File: src/rtl/load_store_unit_pkg.sv
// Shared definitions for the load/store unit: width codes, FSM encodings, error causes
// and the accept-time legality check.
package load_store_unit_pkg;

    localparam logic [2:0] LSU_B  = 3'b000;
    localparam logic [2:0] LSU_H  = 3'b001;
    localparam logic [2:0] LSU_W  = 3'b010;
    localparam logic [2:0] LSU_BU = 3'b100;
    localparam logic [2:0] LSU_HU = 3'b101;

    localparam logic [1:0] ST_IDLE = 2'b00;
    localparam logic [1:0] ST_REQ  = 2'b01;
    localparam logic [1:0] ST_WAIT = 2'b10;
    localparam logic [1:0] ST_RESP = 2'b11;

    localparam logic [1:0] ERR_NONE     = 2'b00;
    localparam logic [1:0] ERR_MISALIGN = 2'b01;
    localparam logic [1:0] ERR_WIDTH    = 2'b10;
    localparam logic [1:0] ERR_TIMEOUT  = 2'b11;

    // Everything latched at accept except the address, whose width is a parameter.
    typedef struct packed {
        logic        is_store;
        logic [2:0]  funct3;
        logic [31:0] wdata;
        logic [4:0]  rd;
    } lsu_req_t;

    // Illegal width wins over misalignment.
    function automatic logic [1:0] lsu_check(input logic       is_store,
                                             input logic [2:0] funct3,
                                             input logic [1:0] off);
        logic illegal;
        logic misaligned;
        illegal    = (funct3 inside {3'b011, 3'b110, 3'b111}) || (is_store && (funct3 > LSU_W));
        misaligned = ((funct3[1:0] == 2'b01) && off[0]) ||
                     ((funct3[1:0] == 2'b10) && (off != 2'b00));
        if (illegal) begin
            return ERR_WIDTH;
        end else if (misaligned) begin
            return ERR_MISALIGN;
        end
        return ERR_NONE;
    endfunction

endpackage

File: src/rtl/load_store_unit_if.sv
// Data-memory bus between the LSU (master) and memory (slave): single outstanding
// request/grant followed by a read-valid response for loads.
interface load_store_unit_if #(
    parameter int unsigned ADDR_W = 32
) ();
    logic              req;
    logic              we;
    logic [ADDR_W-1:0] addr;
    logic [3:0]        be;
    logic [31:0]       wdata;
    logic              gnt;
    logic              rvalid;
    logic [31:0]       rdata;

    modport master (
        output req, we, addr, be, wdata,
        input  gnt, rvalid, rdata
    );

    modport slave (
        input  req, we, addr, be, wdata,
        output gnt, rvalid, rdata
    );
endinterface

File: src/rtl/load_store_unit_align.sv
// Byte-lane steering: store byte enables and lane replication, load extract and extend.
module load_store_unit_align
    import load_store_unit_pkg::*;
(
    input  logic [2:0]  funct3_i,
    input  logic [1:0]  offset_i,
    input  logic [31:0] wdata_i,
    input  logic [31:0] rdata_i,
    output logic [3:0]  be_o,
    output logic [31:0] wdata_o,
    output logic [31:0] rdata_o
);

    logic [31:0] shifted;

    always_comb begin
        be_o    = 4'b1111;
        wdata_o = wdata_i;
        case (funct3_i[1:0])
            2'b00: begin
                be_o    = 4'b0001 << offset_i;
                wdata_o = {4{wdata_i[7:0]}};
            end
            2'b01: begin
                be_o    = offset_i[1] ? 4'b1100 : 4'b0011;
                wdata_o = {2{wdata_i[15:0]}};
            end
            default: begin
                be_o    = 4'b1111;
                wdata_o = wdata_i;
            end
        endcase
    end

    always_comb begin
        shifted = rdata_i >> {offset_i, 3'b000};
        case (funct3_i)
            LSU_B:   rdata_o = {{24{shifted[7]}}, shifted[7:0]};
            LSU_H:   rdata_o = {{16{shifted[15]}}, shifted[15:0]};
            LSU_BU:  rdata_o = {24'b0, shifted[7:0]};
            LSU_HU:  rdata_o = {16'b0, shifted[15:0]};
            default: rdata_o = shifted;
        endcase
    end

endmodule

File: src/rtl/load_store_unit.sv
// Memory stage: takes the ALU effective address, runs one bus transaction at a time and
// returns extended load data or an error cause to writeback.
module load_store_unit
    import load_store_unit_pkg::*;
#(
    parameter int unsigned ADDR_W       = 32,
    parameter int unsigned WAIT_TIMEOUT = 255
) (
    input  logic              clk_i,
    input  logic              rst_i,
    input  logic              valid_i,
    output logic              ready_o,
    input  logic              is_store_i,
    input  logic [2:0]        funct3_i,
    input  logic [ADDR_W-1:0] addr_i,
    input  logic [31:0]       wdata_i,
    input  logic [4:0]        rd_i,
    input  logic              flush_i,
    load_store_unit_if.master mem_if,
    output logic              done_o,
    output logic              wb_we_o,
    output logic [4:0]        wb_rd_o,
    output logic [31:0]       wb_data_o,
    output logic              err_o,
    output logic [1:0]        err_cause_o
);

    localparam int unsigned CntW = (WAIT_TIMEOUT > 1) ? $clog2(WAIT_TIMEOUT + 1) : 1;

    logic [1:0]        state_q, state_d;
    lsu_req_t          req_q, req_d;
    logic [ADDR_W-1:0] addr_q, addr_d;
    logic              drop_q, drop_d;
    logic [CntW-1:0]   tmo_q, tmo_d;
    logic              resp_we_q, resp_we_d;
    logic [31:0]       resp_data_q, resp_data_d;
    logic              resp_err_q, resp_err_d;
    logic [1:0]        resp_cause_q, resp_cause_d;

    logic [1:0]  accept_cause;
    logic        tmo_hit;
    logic        in_req;
    logic        in_resp;
    logic [3:0]  lane_be;
    logic [31:0] lane_wdata;
    logic [31:0] load_data;

    load_store_unit_align u_align (
        .funct3_i (req_q.funct3),
        .offset_i (addr_q[1:0]),
        .wdata_i  (req_q.wdata),
        .rdata_i  (mem_if.rdata),
        .be_o     (lane_be),
        .wdata_o  (lane_wdata),
        .rdata_o  (load_data)
    );

    assign accept_cause = lsu_check(is_store_i, funct3_i, addr_i[1:0]);
    assign tmo_hit      = (WAIT_TIMEOUT != 0) && ((32'(tmo_q) + 32'd1) == WAIT_TIMEOUT);

    always_comb begin
        state_d      = state_q;
        req_d        = req_q;
        addr_d       = addr_q;
        drop_d       = drop_q;
        tmo_d        = tmo_q;
        resp_we_d    = resp_we_q;
        resp_data_d  = resp_data_q;
        resp_err_d   = resp_err_q;
        resp_cause_d = resp_cause_q;
        case (state_q)
            ST_IDLE: begin
                if (valid_i) begin
                    req_d        = '{is_store: is_store_i, funct3: funct3_i,
                                     wdata: wdata_i, rd: rd_i};
                    addr_d       = addr_i;
                    drop_d       = 1'b0;
                    tmo_d        = '0;
                    resp_we_d    = 1'b0;
                    resp_data_d  = '0;
                    resp_err_d   = (accept_cause != ERR_NONE);
                    resp_cause_d = accept_cause;
                    state_d      = (accept_cause != ERR_NONE) ? ST_RESP : ST_REQ;
                end
            end
            ST_REQ: begin
                if (mem_if.gnt) begin
                    if (req_q.is_store) begin
                        state_d = flush_i ? ST_IDLE : ST_RESP;
                    end else begin
                        state_d = ST_WAIT;
                        drop_d  = flush_i;
                        tmo_d   = '0;
                    end
                end else if (flush_i) begin
                    state_d = ST_IDLE;
                end
            end
            ST_WAIT: begin
                // A flushed load still waits for its response so the bus stays in step.
                if (mem_if.rvalid) begin
                    if (drop_q || flush_i) begin
                        state_d = ST_IDLE;
                    end else begin
                        state_d     = ST_RESP;
                        resp_we_d   = 1'b1;
                        resp_data_d = load_data;
                    end
                end else if (tmo_hit) begin
                    if (drop_q || flush_i) begin
                        state_d = ST_IDLE;
                    end else begin
                        state_d      = ST_RESP;
                        resp_err_d   = 1'b1;
                        resp_cause_d = ERR_TIMEOUT;
                    end
                end else begin
                    tmo_d  = tmo_q + CntW'(1);
                    drop_d = drop_q | flush_i;
                end
            end
            default: begin
                state_d = ST_IDLE;
            end
        endcase
    end

    always_ff @(posedge clk_i) begin
        if (rst_i) begin
            state_q      <= ST_IDLE;
            req_q        <= '0;
            addr_q       <= '0;
            drop_q       <= 1'b0;
            tmo_q        <= '0;
            resp_we_q    <= 1'b0;
            resp_data_q  <= '0;
            resp_err_q   <= 1'b0;
            resp_cause_q <= ERR_NONE;
        end else begin
            state_q      <= state_d;
            req_q        <= req_d;
            addr_q       <= addr_d;
            drop_q       <= drop_d;
            tmo_q        <= tmo_d;
            resp_we_q    <= resp_we_d;
            resp_data_q  <= resp_data_d;
            resp_err_q   <= resp_err_d;
            resp_cause_q <= resp_cause_d;
        end
    end

    assign in_req  = (state_q == ST_REQ);
    assign in_resp = (state_q == ST_RESP);

    assign ready_o      = (state_q == ST_IDLE);
    assign mem_if.req   = in_req;
    assign mem_if.we    = in_req & req_q.is_store;
    assign mem_if.addr  = in_req ? {addr_q[ADDR_W-1:2], 2'b00} : '0;
    assign mem_if.be    = in_req ? lane_be : 4'b0000;
    assign mem_if.wdata = in_req ? lane_wdata : 32'h0;

    assign done_o      = in_resp;
    assign wb_we_o     = in_resp & resp_we_q;
    assign wb_rd_o     = in_resp ? req_q.rd : 5'd0;
    assign wb_data_o   = in_resp ? resp_data_q : 32'h0;
    assign err_o       = in_resp & resp_err_q;
    assign err_cause_o = in_resp ? resp_cause_q : ERR_NONE;

endmodule

File: src/flat_wrapper.sv
// flat-port wrapper written by rule: the top's interface ports become plain ports
module load_store_unit_flat import load_store_unit_pkg::*;
#(
    parameter int unsigned ADDR_W       = 32,
    parameter int unsigned WAIT_TIMEOUT = 255
)
  (clk_i, rst_i, valid_i, ready_o, is_store_i, funct3_i, addr_i, wdata_i, rd_i, flush_i, done_o, wb_we_o, wb_rd_o, wb_data_o, err_o, err_cause_o, mem_if_req, mem_if_we, mem_if_addr, mem_if_be, mem_if_wdata, mem_if_gnt, mem_if_rvalid, mem_if_rdata);
  load_store_unit_if #(.ADDR_W(ADDR_W)) mem_if_i ();
  input  logic clk_i;
  input  logic rst_i;
  input  logic valid_i;
  output logic ready_o;
  input  logic is_store_i;
  input  logic [2:0] funct3_i;
  input  logic [ADDR_W-1:0] addr_i;
  input  logic [31:0] wdata_i;
  input  logic [4:0] rd_i;
  input  logic flush_i;
  output logic done_o;
  output logic wb_we_o;
  output logic [4:0] wb_rd_o;
  output logic [31:0] wb_data_o;
  output logic err_o;
  output logic [1:0] err_cause_o;
  output wire logic [$bits(mem_if_i.req)-1:0] mem_if_req;
  output wire logic [$bits(mem_if_i.we)-1:0] mem_if_we;
  output wire logic [$bits(mem_if_i.addr)-1:0] mem_if_addr;
  output wire logic [$bits(mem_if_i.be)-1:0] mem_if_be;
  output wire logic [$bits(mem_if_i.wdata)-1:0] mem_if_wdata;
  input wire logic [$bits(mem_if_i.gnt)-1:0] mem_if_gnt;
  input wire logic [$bits(mem_if_i.rvalid)-1:0] mem_if_rvalid;
  input wire logic [$bits(mem_if_i.rdata)-1:0] mem_if_rdata;
  assign mem_if_req = mem_if_i.req;
  assign mem_if_we = mem_if_i.we;
  assign mem_if_addr = mem_if_i.addr;
  assign mem_if_be = mem_if_i.be;
  assign mem_if_wdata = mem_if_i.wdata;
  assign mem_if_i.gnt = mem_if_gnt;
  assign mem_if_i.rvalid = mem_if_rvalid;
  assign mem_if_i.rdata = mem_if_rdata;
  load_store_unit #(.ADDR_W(ADDR_W), .WAIT_TIMEOUT(WAIT_TIMEOUT)) u_core (.clk_i(clk_i), .rst_i(rst_i), .valid_i(valid_i), .ready_o(ready_o), .is_store_i(is_store_i), .funct3_i(funct3_i), .addr_i(addr_i), .wdata_i(wdata_i), .rd_i(rd_i), .flush_i(flush_i), .mem_if(mem_if_i), .done_o(done_o), .wb_we_o(wb_we_o), .wb_rd_o(wb_rd_o), .wb_data_o(wb_data_o), .err_o(err_o), .err_cause_o(err_cause_o));
endmodule
File: config.mk
export PLATFORM = sky130hd
export DESIGN_NAME = load_store_unit_flat
export DESIGN_NICKNAME = d
export VERILOG_FILES = /design/src/rtl/load_store_unit_pkg.sv /design/src/rtl/load_store_unit_if.sv /design/src/rtl/load_store_unit_align.sv /design/src/rtl/load_store_unit.sv /design/src/flat_wrapper.sv
export SDC_FILE = /design/constraint.sdc
export NUM_CORES = 1
export LEC_CHECK = 0
export BUFFER_PORTS_ARGS = -buffer_cell sky130_fd_sc_hd__buf_2
export CAP_MARGIN = 5
export CORE_MARGIN = 2
export CORE_UTILIZATION = 54
export CTS_CLUSTER_DIAMETER = 30
export DETAILED_ROUTE_END_ITERATION = 8
export GPL_TIMING_DRIVEN = 0
export MAX_ROUTING_LAYER = met4
export PLACE_DENSITY = 0.83
export SYNTH_ARGS = -nofsm -noshare
export SYNTH_HDL_FRONTEND = slang
export SYNTH_SLANG_ARGS = --single-unit
File: constraint.sdc
create_clock -name clk_i -period 5 [get_ports clk_i]
set_input_delay 0.75 -clock clk_i [delete_from_list [all_inputs] [get_ports clk_i]]
set_output_delay 0.75 -clock clk_i [all_outputs]
set_load 0.01 [all_outputs]
==> run_results.csv <==
group,metric,value,unit
final_layout,fillCellCount,973,
final_layout,layout_commonest_cell,"buf_2",
power_and_ir_drop,p_leak,3.68,nW
power_and_ir_drop,swShare,0.375,
setup_path,cp_max_fo,10,
sta,worst_hold_slack,449,ps
setup_path,r2r_start,"u_core.state_q[0]",
place,dp_hpwl,14.7,mm
clocking,cts.path.max_buffers,2,
setup_path,cp.buffers_inverters,3,
setup_path,ff2ff_path_depth,7,
min_path,whs_path_depth,2,
sta,setup_violations,0,
sta,rsz0062_at_grt,"false",
power_and_ir_drop,p_clk_frac,0.336,
detailed_routing,drt-initial-drc-count,669,
clocking,cts.sinks,120,
power_and_ir_drop,p_per_area,450,nW/um^2
setup_path,cp_slowest_cell,"clkbuf_1",
setup_path,startpoint,"u_core.req_q[38]",
sta,worst_pin_slew,733,ps
floorplan,rows,39,
floorplan,start_util,0.553,
sta,final_max_slew_viol_count,0,
final_layout,syn_to_final_growth,29.9,%
final_layout,post-route-util,0.718,
synthesis,synth-async-reset-ratio,0,
clocking,worstSkewPairLatency,410,ps
setup_path,crit_required,4250,ps
place,pre_cts_slack,2390,ps
setup_path,max_stage_delay,460,ps
global_routing,grt_first_pass_wirelength,31.2,mm
synthesis,synth-seq-area-share,0.380,
synthesis,synth_edf_count,0,
final_layout,multi_input_area,3570,um^2
detailed_routing,drc,0,
place,place_area,7600,um^2
setup_path,path_class,"register to output pin",
sta,setup-tns-final,0,ps
setup_path,reg2reg_to,"u_core.resp_data_q[21]",
power_and_ir_drop,power.total,3.69,mW
synthesis,synth_top_flop_cell,"dfxtp_1",
synthesis,synth_area_per_cell,7.66,um^2
sta,fin_crit,3080,ps
job,maxCapViolCount,0,
power_and_ir_drop,switchingPower,1.38,mW
final_layout,instances_no_fill,1222,
synthesis,postSynthCellCount,825,
global_routing,grt-ovfl-total,0,
global_routing,first_global_vias,6385,
clocking,cts_tree,"yes",
floorplan,die-area,12600,um^2
setup_path,crit_chain,"buf_2 > nor2_1 > clkbuf_1 > nand2_1 > a21boi_0 > buf_2",
floorplan,die_w,112,um
setup_path,crit_family,"buffers and inverters",
setup_path,cp_common_cell,"buf_2",
clocking,clkTransAtPathRegs,60,ps
clocking,numCtsBuffers,17,
clocking,holdBufCountCts,0,
run_status,outcome,"complete, no violations",
floorplan,fp.coreArea,11400,um^2
global_routing,antenna_found_initial,1,
place,routabilityCongestion,0.985,
detailed_routing,drt_pass1_iterations,5,
detailed_routing,routedWlPerCell,16.4,um
sta,fmax,0.325,GHz
detailed_routing,via_per_inst,5.55,
detailed_routing,wl,20.0,mm
sta,skew,10.0,ps
final_layout,nNetsFinal,1182,
detailed_routing,dr_total_vias,6783,
place,dpl.cell_count,1189,
setup_path,worstSetupEndpointType,"output pin",
sta,slew_headroom,0.512,
final_layout,drive_gt1_frac,0.261,
min_path,hp-class,"register to register",
floorplan,die_h,112,um
sta,period_share,0.615,
floorplan,io_pins,224,
power_and_ir_drop,comb_power_share,0.348,
min_path,worstHoldStart,"u_core.addr_q[22]",
final_layout,seq_area,2400,um^2
min_path,hold_end,"u_core.addr_q[22]",
global_routing,grt_max_degree,17,
detailed_routing,ant_nets,0,
setup_path,crit_arrival,2330,ps
setup_path,worst-r2r-setup-slack,2620,ps
clocking,post_cts_buffers,0,
power_and_ir_drop,power_frac_seq,0.316,
synthesis,synth-seq-cells,120,
place,port_buffers,220,
synthesis,syn_area,6320,um^2
final_layout,stdcell_area,8200,um^2
clocking,cts_resized,0,
synthesis,synth_cell_type_count,51,
clocking,root_buffer,"clkbuf_16",
final_layout,final_cell_mix,"231 x buf_2, 206 x nand2_1, 120 x dfxtp_1",
power_and_ir_drop,p_int,2.31,mW
global_routing,grt_use_total,0.319,
power_and_ir_drop,vdd_ir_drop_max,0.374,mV
setup_path,start_kind,"register",
clocking,htreeDepth,4,
sta,setup_slack,1920,ps
sta,finalHoldViolCount,0,
synthesis,yosysWarnings,0,
[cell type report]
class | count | area share
timing repair buffer | 220 | 0.134
clock inverter | 14 | 0.0197
tap | 143 | 0.0218
buffer | 71 | 0.0397
multi-input combinational | 630 | 0.436
inverter | 5 | 0.00229
sequential | 120 | 0.293
clock buffer | 18 | 0.0535
antenna | 1 | 0.000305
[power groups by stage]
stage | combinational (mW) | clock (mW) | sequential, mW
floorplan | 0.885 | 0 | 1.16
global placement | 1.25 | 0 | 1.18
detailed placement | 1.26 | 0 | 1.18
CTS | 1.27 | 1.24 | 1.16
global route | 1.41 | 1.29 | 1.18
finish | 1.29 | 1.24 | 1.17
[flip-flops by register name, indices dropped and copies added (netlist names)]
signal / flops
u_core.addr_q: 32
u_core.drop_q: 1
u_core.req_q: 41
u_core.resp_cause_q: 2
u_core.resp_data_q: 32
u_core.resp_err_q: 1
u_core.resp_we_q: 1
u_core.state_q: 2
u_core.tmo_q: 8
[how the worst max path moves through the flow]
stage               depth (start not counted)               end  slack, ps
floorplan                                   6  mem_if_wdata[24]       2830
global placement                            6  mem_if_wdata[10]       2400
detailed placement                          6  mem_if_wdata[10]       2390
CTS                                         6  mem_if_wdata[10]       1950
global route                                6   mem_if_wdata[9]       1730
finish                                      6   mem_if_wdata[9]       1920
[routing by layer]
metal	part of all wire	GRT usage	vias to the layer above	routed length, um
met2	0.48	0.522	410	9520
met5	0	-	-	0
li1	-	-	3252	-
met4	0.023	0.114	0	470
met3	0.10	0.0832	51	2000
met1	0.40	0.380	3070	8030
[synth_stat cells (all sizes together), types with 2 or more instances]
cell,instances,area (um^2)
a21boi,9,67.6
a211o,7,61.3
nor2b,19,126
clkbuf,49,184
a2bb2oi,7,61.3
a32oi,7,61.3
nor2,31,116
o21bai,2,15.0
ha,6,75.1
nand2b,4,32.5
o211a,2,20.0
inv,5,18.8
xnor2,2,17.5
a22o,16,140
nand3b,5,37.5
buf,22,141
or4,2,15.0
nand2,206,773
nor3b,2,26.3
nor3,6,30.0
dfxtp,120,2400
and2,92,576
or2,2,12.5
o21ai,35,175
a22oi,9,67.6
o21a,3,22.5
a21oi,86,430
a31oi,4,25.0
nand3,12,60.1
mux2i,36,360
a21o,3,22.5
[kinds of logic after synthesis]
family | Yosys count | synth area share
compound gates | 197 | 0.195
xor+xnor | 3 | 0.00416
fa+ha+maj | 6 | 0.0119
buf+inv | 76 | 0.0545
flops | 120 | 0.380
mux | 38 | 0.0624
other cells | 1 | 0.000594
simple gates | 384 | 0.292
[worst min-delay path, cell delays in order (launching register included)]
cell and delay, ps:
dfxtp_1 300, nand2_1 50, a21oi_1 50
Power figures use the tool's default switching activity.
